===== src/rtl/uart_tx_arbiter_pkg.sv =====
// Shared types and constants for the UART transmit arbiter.
package uart_arb_pkg;

   typedef enum logic [2:0] {IDLE, TAG, FETCH, SEND, GUARD, DRAIN} state_t;

   localparam logic [7:0] TAG_BASE    = 8'hA0;
   localparam int         MAX_NUM_REQ = 8;
   localparam int         IDX_W       = $clog2(MAX_NUM_REQ);

   // Packet tag byte announcing which requester owns the following bytes.
   function automatic logic [7:0] tag_byte(input logic [IDX_W-1:0] idx);
      return TAG_BASE | 8'(idx);
   endfunction

endpackage


===== src/rtl/uart_tx_arbiter_if.sv =====
// Requester and UART-side signal bundle of the arbiter; slave = arbiter, master = environment.
interface uart_tx_arbiter_if #(parameter int NUM_REQ = 4);

   logic [NUM_REQ-1:0]   req_valid_i;
   logic [NUM_REQ-1:0]   req_last_i;
   logic [8*NUM_REQ-1:0] req_data_i;
   logic [NUM_REQ-1:0]   req_ready_o;
   logic [NUM_REQ-1:0]   grant_o;
   logic                 uart_wr_o;
   logic [7:0]           uart_dat_o;
   logic                 uart_busy_i;
   logic                 arb_busy_o;

   modport slave (
      input  req_valid_i, req_last_i, req_data_i, uart_busy_i,
      output req_ready_o, grant_o, uart_wr_o, uart_dat_o, arb_busy_o
   );

   modport master (
      output req_valid_i, req_last_i, req_data_i, uart_busy_i,
      input  req_ready_o, grant_o, uart_wr_o, uart_dat_o, arb_busy_o
   );

endinterface


===== src/rtl/uart_tx_arbiter_rr_arbiter.sv =====
// Combinational round-robin pick: lowest requesting index at or after ptr, else lowest overall.
module rr_arbiter
   import uart_arb_pkg::*;
#(
   parameter int NUM_REQ = 4
) (
   input  logic [NUM_REQ-1:0] req,
   input  logic [IDX_W-1:0]   ptr,
   output logic [NUM_REQ-1:0] gnt,
   output logic [IDX_W-1:0]   idx
);

   logic [NUM_REQ-1:0] upper;
   logic [NUM_REQ-1:0] sel;

   for (genvar gi = 0; gi < NUM_REQ; gi++) begin : g_upper
      assign upper[gi] = req[gi] && (IDX_W'(gi) >= ptr);
   end

   // Wrap to the unmasked vector when nobody sits at or above the pointer.
   assign sel = (|upper) ? upper : req;
   assign gnt = sel & (~sel + NUM_REQ'(1));

   always_comb begin
      idx = '0;
      for (int i = 0; i < NUM_REQ; i++) begin
         if (gnt[i]) idx = IDX_W'(i);
      end
   end

endmodule


===== src/rtl/uart_tx_arbiter.sv =====
// Packet-granular round-robin arbiter sharing one byte-serial UART transmitter.
// Optional UART_ARB_TAG_EN: each grant first emits an owner tag byte (A0 | index).
module uart_tx_arbiter
   import uart_arb_pkg::*;
#(
   parameter int NUM_REQ     = 4,
   parameter int MAX_BURST   = 16,
   parameter int GAP_TIMEOUT = 1023
) (
   input logic              sys_clk_i,
   input logic              sys_rst_n_i,
   uart_tx_arbiter_if.slave bus
);

   localparam int GW = $clog2(GAP_TIMEOUT + 1);

   state_t             state_reg, state_next;
   logic [NUM_REQ-1:0] grant_reg, grant_next;
   logic [IDX_W-1:0]   idx_reg, idx_next;
   logic [IDX_W-1:0]   rr_ptr_reg, rr_ptr_next;
   logic [7:0]         burst_cnt_reg, burst_cnt_next;
   logic [GW-1:0]      gap_cnt_reg, gap_cnt_next;
   logic [7:0]         dat_reg, dat_next;
   logic               last_reg, last_next;
`ifdef UART_ARB_TAG_EN
   logic               tag_reg, tag_next;
`endif

   logic [NUM_REQ-1:0] rr_gnt;
   logic [IDX_W-1:0]   rr_idx;
   logic [IDX_W-1:0]   rot_ptr;
   logic [GW-1:0]      gap_inc;
   logic               valid_sel, last_sel;
   logic [7:0]         data_sel;

   rr_arbiter #(.NUM_REQ(NUM_REQ)) u_rr (
      .req (bus.req_valid_i),
      .ptr (rr_ptr_reg),
      .gnt (rr_gnt),
      .idx (rr_idx)
   );

   always_comb begin
      valid_sel = 1'b0;
      last_sel  = 1'b0;
      data_sel  = '0;
      for (int i = 0; i < NUM_REQ; i++) begin
         if (grant_reg[i]) begin
            valid_sel = bus.req_valid_i[i];
            last_sel  = bus.req_last_i[i];
            data_sel  = bus.req_data_i[i*8 +: 8];
         end
      end
   end

   assign rot_ptr = (idx_reg == IDX_W'(NUM_REQ - 1)) ? '0 : idx_reg + IDX_W'(1);
   assign gap_inc = gap_cnt_reg + GW'(1);

   always_comb begin
      state_next     = state_reg;
      grant_next     = grant_reg;
      idx_next       = idx_reg;
      rr_ptr_next    = rr_ptr_reg;
      burst_cnt_next = burst_cnt_reg;
      gap_cnt_next   = gap_cnt_reg;
      dat_next       = dat_reg;
      last_next      = last_reg;
`ifdef UART_ARB_TAG_EN
      tag_next       = tag_reg;
`endif
      case (state_reg)
         IDLE: begin
            if (|bus.req_valid_i) begin
               grant_next     = rr_gnt;
               idx_next       = rr_idx;
               burst_cnt_next = '0;
               gap_cnt_next   = '0;
`ifdef UART_ARB_TAG_EN
               state_next     = TAG;
`else
               state_next     = FETCH;
`endif
            end
         end
`ifdef UART_ARB_TAG_EN
         TAG: begin
            dat_next   = tag_byte(idx_reg);
            tag_next   = 1'b1;
            state_next = SEND;
         end
`endif
         FETCH: begin
            if (valid_sel) begin
               dat_next   = data_sel;
               last_next  = last_sel;
               state_next = SEND;
               if (burst_cnt_reg != 8'hFF) burst_cnt_next = burst_cnt_reg + 8'd1;
            end else if (gap_inc == GW'(GAP_TIMEOUT)) begin
               grant_next  = '0;
               rr_ptr_next = rot_ptr;
               state_next  = IDLE;
            end else begin
               gap_cnt_next = gap_inc;
            end
         end
         SEND: begin
            if (!bus.uart_busy_i) state_next = GUARD;
         end
         // The write strobe is issued here; the UART has not raised busy yet.
         GUARD: state_next = DRAIN;
         DRAIN: begin
            if (!bus.uart_busy_i) begin
`ifdef UART_ARB_TAG_EN
               if (tag_reg) begin
                  tag_next     = 1'b0;
                  gap_cnt_next = '0;
                  state_next   = FETCH;
               end else
`endif
               if (last_reg || burst_cnt_reg == 8'(MAX_BURST)) begin
                  grant_next  = '0;
                  rr_ptr_next = rot_ptr;
                  state_next  = IDLE;
               end else begin
                  gap_cnt_next = '0;
                  state_next   = FETCH;
               end
            end
         end
         default: state_next = IDLE;
      endcase
   end

   always_ff @(posedge sys_clk_i or negedge sys_rst_n_i) begin
      if (!sys_rst_n_i) begin
         state_reg     <= IDLE;
         grant_reg     <= '0;
         idx_reg       <= '0;
         rr_ptr_reg    <= '0;
         burst_cnt_reg <= '0;
         gap_cnt_reg   <= '0;
         dat_reg       <= 8'h00;
         last_reg      <= 1'b0;
`ifdef UART_ARB_TAG_EN
         tag_reg       <= 1'b0;
`endif
      end else begin
         state_reg     <= state_next;
         grant_reg     <= grant_next;
         idx_reg       <= idx_next;
         rr_ptr_reg    <= rr_ptr_next;
         burst_cnt_reg <= burst_cnt_next;
         gap_cnt_reg   <= gap_cnt_next;
         dat_reg       <= dat_next;
         last_reg      <= last_next;
`ifdef UART_ARB_TAG_EN
         tag_reg       <= tag_next;
`endif
      end
   end

   assign bus.req_ready_o = (state_reg == FETCH) ? grant_reg : '0;
   assign bus.grant_o     = grant_reg;
   assign bus.uart_wr_o   = (state_reg == GUARD);
   assign bus.uart_dat_o  = dat_reg;
   assign bus.arb_busy_o  = (state_reg != IDLE);

endmodule


===== src/flat_wrapper.sv =====
// flat-port wrapper written by rule: the top's interface ports become plain ports
module uart_tx_arbiter_flat import uart_arb_pkg::*;
#(
   parameter int NUM_REQ     = 4,
   parameter int MAX_BURST   = 16,
   parameter int GAP_TIMEOUT = 1023
)
  (sys_clk_i, sys_rst_n_i, bus_req_valid_i, bus_req_last_i, bus_req_data_i, bus_uart_busy_i, bus_req_ready_o, bus_grant_o, bus_uart_wr_o, bus_uart_dat_o, bus_arb_busy_o);
  uart_tx_arbiter_if #(.NUM_REQ(NUM_REQ)) bus_i ();
  input logic sys_clk_i;
  input logic sys_rst_n_i;
  input wire logic [$bits(bus_i.req_valid_i)-1:0] bus_req_valid_i;
  input wire logic [$bits(bus_i.req_last_i)-1:0] bus_req_last_i;
  input wire logic [$bits(bus_i.req_data_i)-1:0] bus_req_data_i;
  input wire logic [$bits(bus_i.uart_busy_i)-1:0] bus_uart_busy_i;
  output wire logic [$bits(bus_i.req_ready_o)-1:0] bus_req_ready_o;
  output wire logic [$bits(bus_i.grant_o)-1:0] bus_grant_o;
  output wire logic [$bits(bus_i.uart_wr_o)-1:0] bus_uart_wr_o;
  output wire logic [$bits(bus_i.uart_dat_o)-1:0] bus_uart_dat_o;
  output wire logic [$bits(bus_i.arb_busy_o)-1:0] bus_arb_busy_o;
  assign bus_i.req_valid_i = bus_req_valid_i;
  assign bus_i.req_last_i = bus_req_last_i;
  assign bus_i.req_data_i = bus_req_data_i;
  assign bus_i.uart_busy_i = bus_uart_busy_i;
  assign bus_req_ready_o = bus_i.req_ready_o;
  assign bus_grant_o = bus_i.grant_o;
  assign bus_uart_wr_o = bus_i.uart_wr_o;
  assign bus_uart_dat_o = bus_i.uart_dat_o;
  assign bus_arb_busy_o = bus_i.arb_busy_o;
  uart_tx_arbiter #(.NUM_REQ(NUM_REQ), .MAX_BURST(MAX_BURST), .GAP_TIMEOUT(GAP_TIMEOUT)) u_core (.sys_clk_i(sys_clk_i), .sys_rst_n_i(sys_rst_n_i), .bus(bus_i));
endmodule

===== config.mk =====
export PLATFORM = sky130hd
export DESIGN_NAME = uart_tx_arbiter_flat
export DESIGN_NICKNAME = d
export VERILOG_FILES = /design/src/rtl/uart_tx_arbiter_pkg.sv /design/src/rtl/uart_tx_arbiter_if.sv /design/src/rtl/uart_tx_arbiter_rr_arbiter.sv /design/src/rtl/uart_tx_arbiter.sv /design/src/flat_wrapper.sv
export SDC_FILE = /design/constraint.sdc
export NUM_CORES = 1
export LEC_CHECK = 0
export CORE_ASPECT_RATIO = 0.9
export CORE_UTILIZATION = 25
export DETAILED_ROUTE_END_ITERATION = 7
export DONT_BUFFER_PORTS = 1
export GPL_ROUTABILITY_DRIVEN = 0
export PLACE_DENSITY = 0.39
export SYNTH_ARGS = -nofsm -noshare
export SYNTH_HDL_FRONTEND = slang
export SYNTH_HIERARCHICAL = 1
export SYNTH_SLANG_ARGS = --single-unit

===== constraint.sdc =====
create_clock -name sys_clk_i -period 2.26 [get_ports sys_clk_i]
set_clock_uncertainty 0.2 [all_clocks]
set_input_delay 0.339 -clock sys_clk_i [delete_from_list [all_inputs] [get_ports sys_clk_i]]
set_output_delay 0.339 -clock sys_clk_i [all_outputs]
set_load 0.03 [all_outputs]

# Word level (Yosys, flattened, before mapping)
# Cells that the tools add are included.
word_totals:
  reg_bits: 40
  inputBits: 43
  word_cells: 102
  out_inout_bits: 18
op_classes:
  muxes: 46
  bitwise_logic: 2
  eq_ne: 19
  reduce_logical: 19
  order_cmp: 4
  add_sub_neg: 4
op_table:
  columns: ["cell", "n"]
  rows:
  - ["8-bit 2-to-1 mux", 7]
  - ["10-bit 2-to-1 mux", 5]
  - ["3-bit 2-to-1 mux", 12]
  - ["10-bit case mux with 3 select lines", 1]
  - ["4-bit 2-to-1 mux", 7]
  - ["8-bit case mux with 2 select lines", 1]
  - ["3-bit case mux with 5 select lines", 1]
  - ["4-bit case mux with 3 select lines", 1]
  - ["6-bit AND reduction", 2]
  - ["10-bit by 1-bit adder with 10-bit output, second input constant", 1]
  - ["10-bit == test, second input constant", 1]
  - ["2-bit by 1-bit != test with 1-bit output, second input constant", 5]
  - ["2-bit != test, second input constant", 5]
  - ["3-bit by 2-bit == test with 1-bit output, second input constant", 3]
  - ["1-bit 2-to-1 mux", 9]
  - ["8-bit by 1-bit adder with 8-bit output, second input constant", 1]
  - ["8-bit by 5-bit == test with 1-bit output, second input constant", 1]
  - ["8-bit != test, second input constant", 1]
  - ["4-bit AND reduction", 2]
  - ["4-bit OR reduction", 2]
  - ["3-bit == test, second input constant", 2]
  - ["1-bit by 3-bit greater-or-equal comparator with 1-bit output, first input constant", 2]
  - ["2-bit by 3-bit greater-or-equal comparator with 1-bit output, first input constant", 2]
  - ["3-bit case mux with 2 select lines", 1]
  - ["other kinds (13)", 19]

# Logic depth before layout (Yosys ltp)
# Gate-level depths: netlist of the first run.
logic_depth:
  word_depth: 10
  depth_mapped: 8

# By module
# Netlist of the first run, hierarchy kept.
modules_own_cells:
  columns: ["mod", "seq_area_each_um2", "n_inst", "area_each_um2", "cells_per_inst"]
  rows:
  - ["uart_tx_arbiter", 1001.0, 1, 2408.6, 267]
  - ["rr_arbiter", 0.0, 1, 192.7, 30]

# Worst setup path before layout of the first run
# Ideal clock, no wire load.
synth_timing:
  path_kind: "register to register"
  startpoint: "reg u_core.grant_reg[0] (netlist: u_core/bus.grant_o[0])"
  endpoint: "reg u_core.rr_ptr_reg[0]"
  stages_incl_launch_ff: 8
  n_path_buf: 1
  arrival_time_ns: 2.075
  setup_slack_ns: -0.139
  setup_ns: 0.125
  path_cell_list: "dfrtp_1 nor2b_1 buf_2 a221oi_2 o21ai_2 a21boi_0 a21boi_2 mux2_2"
synth_via:
  elab_chain_len: 6
synth_lines:
  columns: ["element", "line_no", "rtl"]
  rows:
  - ["start: declaration", "uart_tx_arbiter.sv:18", "logic [NUM_REQ-1:0] grant_reg, grant_next;"]
  - ["start signal: assignment", "uart_tx_arbiter.sv:149", "grant_reg <= grant_next;"]
  - ["1-bit 2-to-1 mux (4 in a row)", "uart_tx_arbiter.sv:48", "if (grant_reg[i]) begin"]
  - ["2-bit != test (no source line)", null, null]
  - ["5-bit AND reduction (no source line)", null, null]
  - ["end signal: assignment", "uart_tx_arbiter.sv:151", "rr_ptr_reg <= rr_ptr_next;"]
  - ["end: declaration", "uart_tx_arbiter.sv:20", "logic [IDX_W-1:0] rr_ptr_reg, rr_ptr_next;"]
# Every way passes these cells.
# A chain may end at the register's enable or synchronous reset.

# Worst setup path in the final report of the first run
layout_timing:
  startpoint: "reg u_core.gap_cnt_reg[3]"
  endpoint: "reg u_core.grant_reg[1] (netlist: u_core/bus.grant_o[1])"
layout_via:
  elab_chain_len: 4
layout_lines:
  columns: ["element", "line_no", "rtl"]
  rows:
  - ["start: declaration", "uart_tx_arbiter.sv:22", "logic [GW-1:0] gap_cnt_reg, gap_cnt_next;"]
  - ["start signal: assignment", "uart_tx_arbiter.sv:153", "gap_cnt_reg <= gap_cnt_next;"]
  - ["10-bit by 1-bit adder with 10-bit output", "uart_tx_arbiter.sv:57", "assign gap_inc = gap_cnt_reg + GW'(1);"]
  - ["10-bit == test", "uart_tx_arbiter.sv:98", "end else if (gap_inc == GW'(GAP_TIMEOUT)) begin"]
  - ["2-bit by 1-bit != test with 1-bit output (no source line)", null, null]
  - ["6-bit AND reduction (no source line)", null, null]
# Every way passes these cells.

==> results of run 1 <==
[final timing paths]
check / depth (start not counted) / slack (ns) / endpoint
worst max-delay path: 6 / 0.06 / u_core/bus.grant_o[1]
worst min-delay path: 2 / 0.07 / u_core/last_reg
worst max register to register: 6 / 0.06 / u_core/bus.grant_o[1]
worst min register to register: 1 / 0.32 / u_core/idx_reg[1]
max in group asynchronous: 2 / 1.28 / u_core/gap_cnt_reg[1]
min in group asynchronous: 2 / 0.37 / u_core/burst_cnt_reg[2]
[cell usage in the layout (no fill, tap or decap), types with 2 or more instances in the layout]
| cell | netlist | final |
|---|---|---|
| a21o_1 | 2 | 2 |
| a21oi_1 | 26 | 26 |
| a221oi_1 | 7 | 7 |
| a22o_1 | 7 | 7 |
| a31oi_1 | 5 | 4 |
| a32o_1 | 2 | 2 |
| and2_1 | 4 | 4 |
| and3_1 | 8 | 8 |
| buf_4 | 2 | 48 |
| clkbuf_16 | 0 | 5 |
| dfrtp_1 | 40 | 34 |
| dfrtp_2 | 0 | 6 |
| ha_1 | 5 | 3 |
| ha_4 | 0 | 2 |
| inv_1 | 8 | 6 |
| inv_2 | 0 | 2 |
| mux2_2 | 6 | 3 |
| mux2_4 | 0 | 3 |
| nand2_1 | 18 | 18 |
| nand2b_1 | 5 | 5 |
| nand3_1 | 14 | 13 |
| nand3b_1 | 5 | 5 |
| nand4_1 | 3 | 3 |
| nor2_1 | 34 | 33 |
| nor2b_1 | 13 | 13 |
| nor3_1 | 11 | 10 |
| nor3_2 | 1 | 2 |
| o211ai_1 | 2 | 2 |
| o21ai_0 | 16 | 14 |
| o21ai_1 | 0 | 2 |
| or2_2 | 4 | 4 |
| or3_1 | 2 | 2 |
| xor2_1 | 6 | 6 |
[power breakdown]
part / internal, uW / switching, uW / total, uW
sequential: 953 / 376 / 1330
combinational: 1060 / 1250 / 2310
clock: 520 / 284 / 803
total: 2530 / 1910 / 4450
[metrics by stage]
step	std cells	cell area, sq um	hold slack [ns]	total power [uW]	setup TNS, ns
3_3_place_gp	453	3040	-0.154	3420	-0.469
2_1_floorplan	297	2620	-0.157	2710	0
4_1_cts	464	3310	0.0677	4350	-0.00148
3_5_place_dp	453	3040	-0.154	3420	-1.03
6_report	468	3390	0.0679	4450	0
5_1_grt	468	3390	0.0775	4790	-0.140
[what timing repair did]
item                                    CTS  global route
endpoints found under the setup margin   16            12
pin swaps                                 4             8
hold endpoints to repair                 40             0
resized for setup                        11            16
hold buffers                              2             0
buffers inserted                          1             4
[routing by layer]
metal  up-vias  routed length, um  GRT usage [%]
met3         4                235           2.91
met2        38               3340           20.2
li1       1169                  -              -
met4         0                 38           3.08
met1      1146               3640           20.7
met5         -                  0              0
[cell families after synthesis]
group | Yosys count | synth area share, %
mux | 7 | 2.98
flops | 40 | 38.5
buf+inv | 22 | 3.85
simple gates | 130 | 27.0
other cells | 1 | 0.144
fa+ha+maj | 5 | 2.41
compound gates | 84 | 22.1
xor+xnor | 8 | 2.98
[cell type report]
| cell class | count | share of cell area (%) |
|---|---|---|
| inverters | 8 | 0.887 |
| repair buffers | 51 | 12.1 |
| flip-flops and latches | 40 | 29.8 |
| clock inverters | 2 | 1.03 |
| clock buffers | 6 | 3.80 |
| multi-input cells | 235 | 47.8 |
| well taps | 126 | 4.65 |
[critical path, cell delays in order (launching register included)]
cell      delay (ns)
dfrtp_1         0.40
nand2_1         0.08
or3_1           0.38
a21oi_2         0.20
nand4_2         0.12
a2111o_1        0.46
a22o_1          0.25
==> reports/metrics.yaml, run 1 <==
ir_worst_vdd_mv: 0.618
syn-cell-area_sq_um: 2600
crit_path_start: "u_core/gap_cnt_reg[3]"
setup_viol: 0
track_usage_pct: 13.8
cts.path.max_buffers: 2
leakage_uw: 0.00146
drive_gt1_share_pct: 28.4
synth_top_area_share_pct: 38.5
dr.pass1.iters: 5
multi_input_area_sq_um: 1620
report.final.slew_viol_count: 0
ant_nets: 0
fill_cells: 1049
syn_area_per_cell_sq_um: 8.76
via_per_inst: 5.04
ys_top_cells_by_area: "dfrtp_1 38%, a21oi_1 5.0%, nor2_1 4.9%, nor2b_1 3.1%, o21ai_0 3.1%"
syn_inst: 297
async_flop_share_pct: 100
crit_arrival_ns: 2.17
cts_root_buf: "clkbuf_16"
path_max_fanout: 4
antenna_found_initial: 0
die-width_um: 110
io_pins: 61
fin_util_pct: 34.3
min_path_type: "in2reg"
cts_max_level: 2
synth_flop_cell: "dfrtp_1"
clkLatencyLatePin_ns: 0.28
diodes: 0
wl_um: 7250
yosysWarnings: 6
row_count: 34
synth.distinct_cells: 56
hold_start: "bus_req_last_i[3]"
startpoint_type: "register"
grt_max_degree: 41
core_sq_um: 9870
cts_tree: "yes"
synth.top_cells.by_count: "40 x dfrtp_1, 34 x nor2_1, 26 x a21oi_1, 18 x nand2_1, 16 x o21ai_0"
grt_pass1_wl_um: 11600
yosysSeqAreaShare_pct: 38.5
min_period_ns: 2.20
cap_violations: 0
clk_pin_slew_ns: 0.06
r2r-start: "u_core/gap_cnt_reg[3]"
final_nets: 389
synth-edff-count: 0
place_hpwl_um: 5370
crit_type: "reg2reg"
syn_nets: 345
status: "completed"
hold_violations: 0
period_share_pct: 97.4
areaGrowthSynthToFinish_pct: 30.2
cp-end-kind: "register"
fmax_mhz: 454
grt_overflow: 0
synth_most_common_cell: "dfrtp_1"
seq_area_sq_um: 1010
drc: 0
pre_cts_slack_ns: -0.137
die-area_sq_um: 10800
port_buffers: 0
grt_pass1_vias: 2183
rsz0062_at_grt: "yes"
via_count: 2357
cts_made_buffers: 5
finalWorstSetupSlack_ns: 0.0596
largest_reg_flops: 10
wl_per_cell_um: 15.5
ys_ff_latch: 40
start_util_pct: 26.4
drt_iter0_markers: 84
cp.required_ns: 2.23
power.density_nw_per_um2: 1310
yosys.area.top_type: "dfrtp_1"
die_y_um: 98.8
clock_sinks: 40
Power figures use the tool's default switching activity.
==> inputs of run 2 (changes only) <==
Settings changed: PLACE_DENSITY 0.39 to 0.37, SETUP_SLACK_MARGIN from default to 0.5.
Clock period 2.26 ns to 2.82 ns, I/O delays scaled along.
==> run 2 against run 1 <==
  * Combinational power fell by 22%
  * Utilization fell by 1.4 points
  * Sequential cell count did not move
  * Die area did not move
  * First-iteration DRC count rose by 19%
  * Global-route usage rose by 0.71 points
  * Cell area fell by 4.1%
  * Non-clock buffer count fell by 19
  * Via count fell by 4.0%
  * Largest power group unchanged
==> reports/metrics.yaml, run 2 (synthesis gave the netlist of run 1 again) <==
clock_sinks: 40
status: "completed"
critPathBufInv: 0
slew_headroom_pct: 52.0
cts_made_buffers: 5
ant_nets: 0
report.final.slew_viol_count: 0
grt_pass1_wl_um: 11900
min_path_type: "in2reg"
grt_overflow: 0
crit_chain: "nand3_4, or3_1, a21oi_2, nand4_4, a2111o_1, a22o_1"
die-area_sq_um: 10800
largest_reg_flops: 10
critPathTopFamily: "compound AO/OA/AOI/OAI gates"
drc: 0
wl_um: 7460
clkLatencyLatePin_ns: 0.29
fmax_mhz: 436
place_hpwl_um: 5240
path_max_fanout: 6
cts_root_buf: "clkbuf_16"
cts.path.max_buffers: 2
via_count: 2262
hold_ws_ns: 0.147
r2r-end: "u_core/bus.grant_o[1]"
reg2reg_slack_ns: 0.53
final_nets: 370
clk_pin_slew_ns: 0.06
start_util_pct: 26.4
period_share_pct: 81.4
startpoint_type: "register"
wl_per_cell_um: 16.7
cp-end-kind: "register"
cp.required_ns: 2.80
die-width_um: 110
hold_violations: 0
rsz0062_at_grt: "yes"
die_y_um: 98.8
crit_end: "u_core/bus.grant_o[1]"
grt_pass1_vias: 2312
row_count: 34
track_usage_pct: 14.6
slowest_stage: "a2111o_1"
r2r-start: "u_core/gap_cnt_reg[0]"
cts_tree: "yes"
min_period_ns: 2.29
worst-r2r-cell-count: 6
via_per_inst: 5.05
port_buffers: 0
core_sq_um: 9870
areaGrowthSynthToFinish_pct: 24.8
leakage_uw: 0.00137
slowest_delay_ns: 0.49
setup_viol: 0
fill_cells: 1049
grt_max_degree: 41
final_cells: 448
diodes: 0
ir_worst_vdd_mv: 0.344
worst_slew_pin_slew_ns: 0.713
io_pins: 61
crit_path_start: "u_core/gap_cnt_reg[0]"
critical_path_depth: 6
drive_gt1_share_pct: 25.5
cap_violations: 0
tns_ns: 0
antenna_found_initial: 0
final_common_cell: "dfrtp_1"
crit_arrival_ns: 2.27
power.density_nw_per_um2: 1080
dr.pass1.iters: 4
place_inst: 420
drt_iter0_markers: 100
layout_common_cells: "33 x dfrtp_1, 32 x nor2_1, 30 x buf_4, 26 x a21oi_1, 18 x nand2_1"
crit_type: "reg2reg"
cts_max_level: 2
## run 2: how the worst min path moves through the flow
stage	start	endpoint	cells past startpoint
after global placement	sys_rst_n_i	u_core/gap_cnt_reg[3]	0
final	bus_req_data_i[30]	u_core/bus.uart_dat_o[6]	2
after global routing	bus_req_data_i[30]	u_core/bus.uart_dat_o[6]	2
after CTS	bus_req_data_i[26]	u_core/bus.uart_dat_o[2]	2
after floorplan	sys_rst_n_i	u_core/burst_cnt_reg[0]	0
after detailed placement	sys_rst_n_i	u_core/gap_cnt_reg[3]	0
## run 2: through the flow
| stage | setup WS [ns] | utilization [%] | total power, uW | cell area [sq um] |
|---|---|---|---|---|
| after floorplan | 0.503 | - | 2170 | 2610 |
| after global placement | 0.295 | 28.2 | 2600 | 2780 |
| after detailed placement | 0.307 | 28.2 | 2600 | 2780 |
| after CTS | 0.468 | 31.4 | 3360 | 3100 |
| after global routing | 0.421 | 32.9 | 3790 | 3250 |
| final | 0.525 | 32.9 | 3500 | 3250 |
## run 2: repair_timing
action | 4_1_cts | 5_1_grt
gates resized for setup | 15 | 16
endpoints found under the hold margin | 40 | 0
setup endpoints to repair | 12 | 24
setup buffers | 8 | 11
pin swaps | 6 | 13
hold buffers | 2 | 0
## run 2: report_power, final
group / leakage [uW] / internal [uW] / switching [uW]
clock: 0.0000760 / 372 / 235
combinational: 0.000786 / 826 / 983
sequential: 0.000504 / 764 / 319
## run 2: final cells by class
| type | count | area [sq um] | area share, % |
|---|---|---|---|
| clock buffers | 7 | 153 | 4.70 |
| inverters | 8 | 30.0 | 0.925 |
| multi-input cells | 235 | 1630 | 50.3 |
| flip-flops and latches | 40 | 1010 | 31.1 |
| well taps | 126 | 158 | 4.86 |
| repair buffers | 32 | 263 | 8.09 |
## run 2: layer usage
metal / up-vias / wire length, um / share of wire (%) / GRT usage (%)
met5: - / 0 / 0 / 0
met4: 0 / 108 / 1.4 / 4.21
met3: 7 / 396 / 5.3 / 5.49
met2: 40 / 3390 / 45 / 21.9
met1: 1083 / 3560 / 48 / 19.3
li1: 1132 / - / - / -
## run 2: worst register-to-register path, cell delays in order, from the launching register on
cell      delay (ns)
dfrtp_2         0.43
nand3_4         0.12
or3_1           0.36
a21oi_2         0.23
nand4_4         0.12
a2111o_1        0.49
a22o_1          0.23
==> inputs of run 3 (changes only) <==
Clock period 2.82 ns to 2.2 ns, I/O delays scaled along.
==> run 3 against run 2 <==
  * Worst setup slack got worse by 0.53 ns
  * Fmax rose by 4.2%
  * Non-clock buffer count rose by 43
  * Cell area rose by 22%
  * Routed wire length rose by 3.2%
  * Die area did not move
  * Sequential share of layout area fell by 5.6 points
  * Via count rose by 9.5%
  * Critical path depth rose by 1
  * Sequential cell count did not move
  * The run now ends with setup timing left
  * Sequential power rose by 29%
  * Power rose by 59%
==> reports/metrics.yaml, run 3 (synthesis gave the netlist of run 1 again) <==
status: "finished, violations left"
violations: "setup timing"
antenna_found_initial: 0
clk_pin_slew_ns: 0.06
cap_violations: 0
r2r-end: "u_core/bus.grant_o[1]"
hold_violations: 0
hold_end: "u_core/bus.uart_dat_o[4]"
rsz0062_at_grt: "yes"
grt_overflow: 0
place_hpwl_um: 5360
cts_tree: "yes"
start_util_pct: 26.4
final_nets: 413
diodes: 0
drive_gt1_share_pct: 47.3
drt_iter0_markers: 80
slowest_delay_ns: 0.46
die-area_sq_um: 10800
report.final.slew_viol_count: 0
clkLatencyLatePin_ns: 0.28
die-width_um: 110
via_per_inst: 5.03
areaGrowthSynthToFinish_pct: 52.4
startpoint_type: "register"
worst-r2r-cell-count: 7
cts_max_level: 2
wl_per_cell_um: 15.7
swShare_pct: 42.6
layout_common_cells: "47 x buf_4, 32 x dfrtp_1, 21 x buf_6, 18 x nor2_1, 17 x a21oi_1"
finalWorstSetupSlack_ns: -0.00337
io_pins: 61
ir_worst_vdd_mv: 0.608
min_path_type: "in2reg"
multi_input_area_sq_um: 1900
drc: 0
ant_nets: 0
cts.path.max_buffers: 2
fmax_mhz: 454
reg2reg_slack_ns: -0.003
core_sq_um: 9870
r2r-start: "u_core/gap_cnt_reg[0]"
clock_sinks: 40
combPwrFrac_pct: 61.5
crit_chain: "ha_4, xor2_1, nand4_1, a21oi_2, nand4_2, a2111o_1, a22o_1"
path_max_fanout: 5
power.density_nw_per_um2: 1400
crit_arrival_ns: 2.17
cp-end-kind: "register"
row_count: 34
final_cells: 492
grt_pass1_wl_um: 12300
die_y_um: 98.8
place_inst: 455
cts_root_buf: "clkbuf_16"
power_uw: 5560
cts_made_buffers: 5
seq_area_sq_um: 1010
port_buffers: 0
final_common_cell: "buf_4"
wl_um: 7700
p_int_uw: 3190
fill_cells: 1004
via_count: 2477
hold_depth: 2
grt_max_degree: 41
min_period_ns: 2.20
clkPwrFrac_pct: 13.4
cp.required_ns: 2.17
pwr-share-seq_pct: 25.1
dr.pass1.iters: 4
hold_start: "bus_req_data_i[28]"
crit_type: "reg2reg"
track_usage_pct: 14.8
grt_pass1_vias: 2395
setup_viol: 5
period_share_pct: 100
slowest_stage: "dfrtp_2"
leakage_uw: 0.00164
power_switching_uw: 2370
largest_reg_flops: 10
-- run 3: cell count changes in the layout (fill, tap and decap cells not counted), moves of 4 or more --
cell     before  now
o21ai_2       1    7
and3_1        8    4
a21oi_1      26   17
buf_6         0   21
a21oi_2       1   10
buf_4        30   47
nand3_1      13    9
nor2_1       32   18
o21ai_0      15    7
nor2_4        0   15
and3_4        0    4
-- run 3: final cells by class --
class / count / area share (%)
clock buffers: 6 / 3.50
multi-input cells: 235 / 48.0
clock inverters: 2 / 0.253
inverters: 8 / 0.758
repair buffers: 75 / 18.0
well taps: 126 / 3.98
flip-flops and latches: 40 / 25.5
-- run 3: how the worst max path moves through the flow --
stage                            startpoint               endpoint  slack [ns]
floorplan             u_core/bus.grant_o[0]  u_core/gap_cnt_reg[0]       -0.05
global placement    u_core/burst_cnt_reg[0]  u_core/gap_cnt_reg[0]       -0.11
detailed placement  u_core/burst_cnt_reg[0]  u_core/gap_cnt_reg[0]       -0.13
CTS                   u_core/gap_cnt_reg[0]   u_core/rr_ptr_reg[0]       -0.04
global route          u_core/gap_cnt_reg[0]   u_core/rr_ptr_reg[1]       -0.12
finish                u_core/gap_cnt_reg[0]  u_core/bus.grant_o[1]      -0.003
-- run 3: worst max-delay path: cells and delay by family, from the launching register on --
kind	cells	cell delay [ns]
and+or+nand+nor	2	0.23
AOI/OAI and AO/OA	3	0.86
adders and majority gates	1	0.20
DFF	1	0.46
xor gates and xnor gates	1	0.14
-- run 3: timing repair --
action | in CTS | in global routing
endpoints found under the setup margin | 45 | 45
resized for setup | 98 | 34
endpoints found under the hold margin | 40 | 0
setup buffers | 17 | 10
hold buffers | 2 | 0
pin swaps | 33 | 16
-- run 3: power by group through the flow --
| stage | registers (uW) | clock network [uW] | logic, uW |
|---|---|---|---|
| 2_1_floorplan | 1350 | 0 | 1480 |
| 3_3_place_gp | 1370 | 0 | 2220 |
| 3_5_place_dp | 1370 | 0 | 2210 |
| 4_1_cts | 1380 | 774 | 3010 |
| 5_1_grt | 1430 | 808 | 3710 |
| 6_report | 1390 | 747 | 3420 |
-- run 3: layer usage --
layer,global-route usage [%],wire length (um),vias to the layer above
met5,0,0,-
met4,3.38,53,0
met3,3.11,247,4
met2,24.3,3740,38
met1,19.8,3660,1217
li1,-,-,1218
-- run 3: stage by stage --
step                hold slack [ns]  instance area, sq um  setup slack [ns]  TNS (ns)  util (%)
detailed placement           -0.163                  3090            -0.134     -1.10      31.3
floorplan                    -0.166                  2670           -0.0512    -0.242         -
global placement             -0.163                  3090            -0.106    -0.844      31.3
finish                       0.0661                  3960          -0.00337  -0.00602      40.2
CTS                          0.0561                  3740           -0.0363    -0.228      37.9
global route                 0.0649                  3960            -0.121    -0.915      40.2
